$ cat src/rtl/full_adder_core.sv
// Registered ripple-carry adder: {cout,sum} = a + b + cin, one-cycle latency.
// The carry chain is built from explicit 1-bit cells so the ripple structure is visible.

module full_adder_cell (
  input  logic a_i,
  input  logic b_i,
  input  logic c_i,
  output logic s_o,
  output logic c_o
);
  assign s_o = a_i ^ b_i ^ c_i;
  assign c_o = (a_i & b_i) | (a_i & c_i) | (b_i & c_i);
endmodule

module full_adder_core #(
  parameter int WIDTH = 1
) (
  input  logic             clk,
  input  logic             rst,
  input  logic             in_valid,
  input  logic [WIDTH-1:0] a,
  input  logic [WIDTH-1:0] b,
  input  logic             cin,
  output logic [WIDTH-1:0] sum,
  output logic             cout,
  output logic             out_valid
);

  logic [WIDTH:0]   carry;
  logic [WIDTH-1:0] sum_d, sum_q;
  logic             cout_d, cout_q;
  logic             vld_q;

  assign carry[0] = cin;

  for (genvar i = 0; i < WIDTH; i++) begin : g_cell
    full_adder_cell u_cell (
      .a_i (a[i]),
      .b_i (b[i]),
      .c_i (carry[i]),
      .s_o (sum_d[i]),
      .c_o (carry[i+1])
    );
  end

  assign cout_d = carry[WIDTH];

  // Result registers only load on valid input; otherwise the last result is held.
  always_ff @(posedge clk or posedge rst) begin
    if (rst) begin
      sum_q  <= '0;
      cout_q <= 1'b0;
      vld_q  <= 1'b0;
    end else begin
      vld_q <= in_valid;
      if (in_valid) begin
        sum_q  <= sum_d;
        cout_q <= cout_d;
      end
    end
  end

  assign sum       = sum_q;
  assign cout      = cout_q;
  assign out_valid = vld_q;

endmodule

$ cat config.mk
export PLATFORM = sky130hd
export DESIGN_NAME = full_adder_core
export DESIGN_NICKNAME = d
export VERILOG_FILES = /design/src/rtl/full_adder_core.sv
export SDC_FILE = /design/constraint.sdc
export NUM_CORES = 1
export LEC_CHECK = 0
export CORE_AREA = 2 2 39 41
export CTS_CLUSTER_SIZE = 16
export DETAILED_ROUTE_END_ITERATION = 12
export DIE_AREA = 0 0 41 43
export SLEW_MARGIN = 20
export SYNTH_ARGS = -nofsm -noshare
export SYNTH_HDL_FRONTEND = slang
export SYNTH_SLANG_ARGS = --single-unit
$ cat constraint.sdc
create_clock -name clk -period 1.4 [get_ports clk]
set_input_delay 0.21 -clock clk [delete_from_list [all_inputs] [get_ports clk]]
set_output_delay 0.21 -clock clk [all_outputs]
set_load 0.02 [all_outputs]
### Yosys cells after proc, flatten, opt, wreduce, memory -nomap -nowiden

Index checks and enable logic that the tools add are counted.

| operators by class | value |
|---|---|
| bitwise logic cells | 7 |

Operator list:

| kind | number |
|---|---|
| 1-bit AND | 3 |
| 1-bit bitwise OR | 2 |
| 1-bit bitwise XOR | 2 |

| storage, ports and cells | value |
|---|---|
| register bits | 3 |
| input port bits | 6 |
| output and inout bits | 3 |
| word-level logic and storage cells | 10 |

### Longest topological paths before layout

| depth | value |
|---|---|
| depth in word-level cells | 3 |
| gate-level depth with buffers | 2 |

### By module

From an unflattened synthesis, not the netlist that was laid out.

| unflattened totals | value |
|---|---|
| cell total of the unflattened synthesis | 7 |
| area, all modules | 121.4 um2 |

By module, submodules not included:

| module | times used | cells each | area an instance (um2) |
|---|---|---|---|
| full_adder_core | 1 | 6 | 101.3 |
| full_adder_cell | 1 | 1 | 20.0 |

### Least setup slack after synthesis

No wires, ideal clock.

| timing | value |
|---|---|
| path kind | input-to-reg |
| from | input port a |
| to | register sum_q, in the netlist sum |
| setup time | 0.125 ns |
| data arrival time | 0.911 ns |
| required time | 1.275 ns |
| path slack | 0.364 ns |
| stages | 2 |
| path buffers | 0 |
| cell sequence | fa_1 -> mux2_2 |

| on the way | value |
|---|---|
| word-level cells in the longest chain between the ends | 2 |

RTL lines:

| element | RTL line | RTL |
|---|---|---|
| from (decl) | 21 | `input logic [WIDTH-1:0] a,` |
| 1-bit bitwise XOR (2 in a row) | 11 | `assign s_o = a_i ^ b_i ^ c_i;` |
| to (signal assigned) | 57 | `sum_q <= sum_d;` |
| to (decl) | 30 | `logic [WIDTH-1:0] sum_d, sum_q;` |

No other way between the ends.
A chain may end at the register's enable or synchronous reset.

### Final worst setup path

| timing | value |
|---|---|
| from | input port a |
| to | register sum_q, in the netlist sum |

| on the way | value |
|---|---|
| word-level cells in the longest chain between the ends | 2 |

RTL lines:

| element | RTL line | RTL |
|---|---|---|
| 1-bit bitwise XOR (2 in a row) | 11 |  |
| via g_cell[0].u_cell.s_o | 8 | `output logic s_o,` |

The timed path passes the listed nets, and every way through them passes these cells.

==> run metrics <==
status=finished, final reports clean; reg-to-reg endpoint=sum; number of global-route vias before repair=roughly 130; # DRC=0; Synth Warn #=0; CTS H-tree lvls=1; Avg Cell Area, Syn=17.3 um2; width of the chip=41 um; DRT Wirelength=349 um; I/O pin count=9; largest net degree at the start of global routing=4; Layout Cells excl Fill=35; Reg power frac=0.323; first-pass GRT wire length=483 um; placed insts=31; synth unique cells=4; remaining antenna violation count after routing=0; final hold viol count=0; syn nets=14; Sw Ratio=0.238; max-cap violation count=0; f_max=slightly below 800 MHz; relative slew slack=0.842; diode count=0; #FFs+latches synth=3; r2r startpoint=sum; Hold Crit Class=in -> async; DR pass1 iterations=1; Placeable Area=roughly 0.0014 mm2; Avg Vias per Cell=2.91; gpl congestion=between 0.4 and 0.5; Post-CTS Repair Setup Buffers=0; initial core utilization=0.0877; later-pin clock latency in the skew report=between 0.2 and 0.25 ns; Syn Inst Count=7; DIE AREA=roughly 0.0018 mm2; # resized after CTS=0; grt ovf=0; period utilization=0.914; critical path arrival=1.39 ns; vias=102; CTS Hold Buffers Added=0; CTS buffer count=3; Startpoint Class=primary input; RSZ-0062 raised after global routing=false; WP data required=1.51 ns; Final Max Tran Viols=0; post-layout util=0.184; WS Path Type=in -> reg; Total GRT Usage=0.0542; Clock Skews=0 ns; initial antenna violation count=0; Port-buffer cells=8; Finish-stage setup viols=0; fill count=146; DR WL/cell=9.97 um; post-route total power=0.318 mW; nets=27; Syn Std Cell Area=121 um2; static leakage=0.130 nW; R2R Setup Slk=0.65 ns; Die Ht=43 um; Register-to-Register Path Depth=1; combinational cell fraction of total power=0.207; synthesis-to-layout area growth=110%; sw power=0.0757 mW; post-place instance area=221 um2; TritonCTS Sinks=3; clock share of power=0.470; Crit. End Element=flip-flop; Max Buffers Root-to-Sink=2; share of cells above drive strength 1=0.263; CTS tree=built; Rows=14; minimum clock period=1.28 ns; worst vdd ir=0.000196 V; CTS clk-pin slew, worst paths=approximately 0.040 ns; Root Driver=clkbuf_4; post-route cell area=255 um2; slew at the pin with the worst max-slew slack=0.236 ns; DPL Wire Length=289 um; Seq/Total Area, Yosys=0.619; crit path max fanout=1; cell internal pwr=~0.24 mW; detailed router's first-iteration violation count=0; Pwr Density=1250 mW/mm2
## worst max-delay path, cell delays in order
cell and delay [ns]:
clkdlybuf4s50_1 0.43, fa_1 0.47, mux2_2 0.28
## cells in the final DEF, fill, tap and decap left out
cell / netlist / final
mux2_2: 2 / 2
clkbuf_4: 0 / 3
fa_1: 1 / 1
dlymetal6s2s_1: 0 / 3
clkdlybuf4s50_1: 0 / 5
inv_1: 1 / 1
dfrtp_1: 3 / 3
clkbuf_1: 0 / 1
## cells in the mapped netlist, drive strengths merged
cell type,count,area [um2]
dfrtp,3,75.1
inv,1,3.75
fa,1,20.0
mux2,2,22.5
## layer usage
layer	global-route usage	vias up	routed length, um
met5	0	-	0
met3	0.0733	0	79
li1	-	45	-
met4	0.0800	0	0
met1	0.0192	48	99
met2	0.0688	9	170
## metrics by stage
| stage | setup slack, ns | setup TNS (ns) | hold WS (ns) |
|---|---|---|---|
| floorplan | 0.364 | 0 | -0.0364 |
| global placement | -0.0957 | -0.125 | 0.379 |
| detailed placement | -0.131 | -0.183 | 0.408 |
| CTS | 0.00195 | 0 | 0.153 |
| global route | 0.106 | 0 | 0.188 |
| finish | 0.120 | 0 | 0.157 |
## how the worst max path moves through the flow
stage / start / to / slack, ns
floorplan: a / sum / 0.36
global placement: a / sum / -0.1
detailed placement: a / sum / -0.13
CTS: out_valid / out_valid / 0.002
global route: a / sum / 0.11
finish: a / sum / 0.12
## state kept, by name, indices dropped and copies added, names as in the netlist
register / cells
cout: 1
out_valid: 1
sum: 1
## area by class of cell
class	instances	area, um2	area share
Sequential cell	3	75.1	0.294
Multi-Input combinational cell	3	42.5	0.167
Tap cell	16	20.0	0.0784
Timing Repair Buffer	8	87.6	0.343
Inverter	1	3.75	0.0147
Clock buffer	4	26.3	0.103
## power by group through the flow
stage / logic (mW) / clock network (mW) / registers (mW)
after floorplan: 0.0129 / 0 / 0.118
after global placement: 0.0659 / 0 / 0.103
after detailed placement: 0.0692 / 0 / 0.105
after CTS: 0.0692 / 0.160 / 0.104
after global routing: 0.0713 / 0.166 / 0.104
final: 0.0659 / 0.150 / 0.103
## cell families after synthesis
| kind of cell | share of synthesized area |
|---|---|
| buffers and inverters | 0.0309 |
| multiplexers | 0.186 |
| adder cells (fa/ha/maj) | 0.165 |
| flip-flops | 0.619 |
Power figures use the tool's default switching activity.
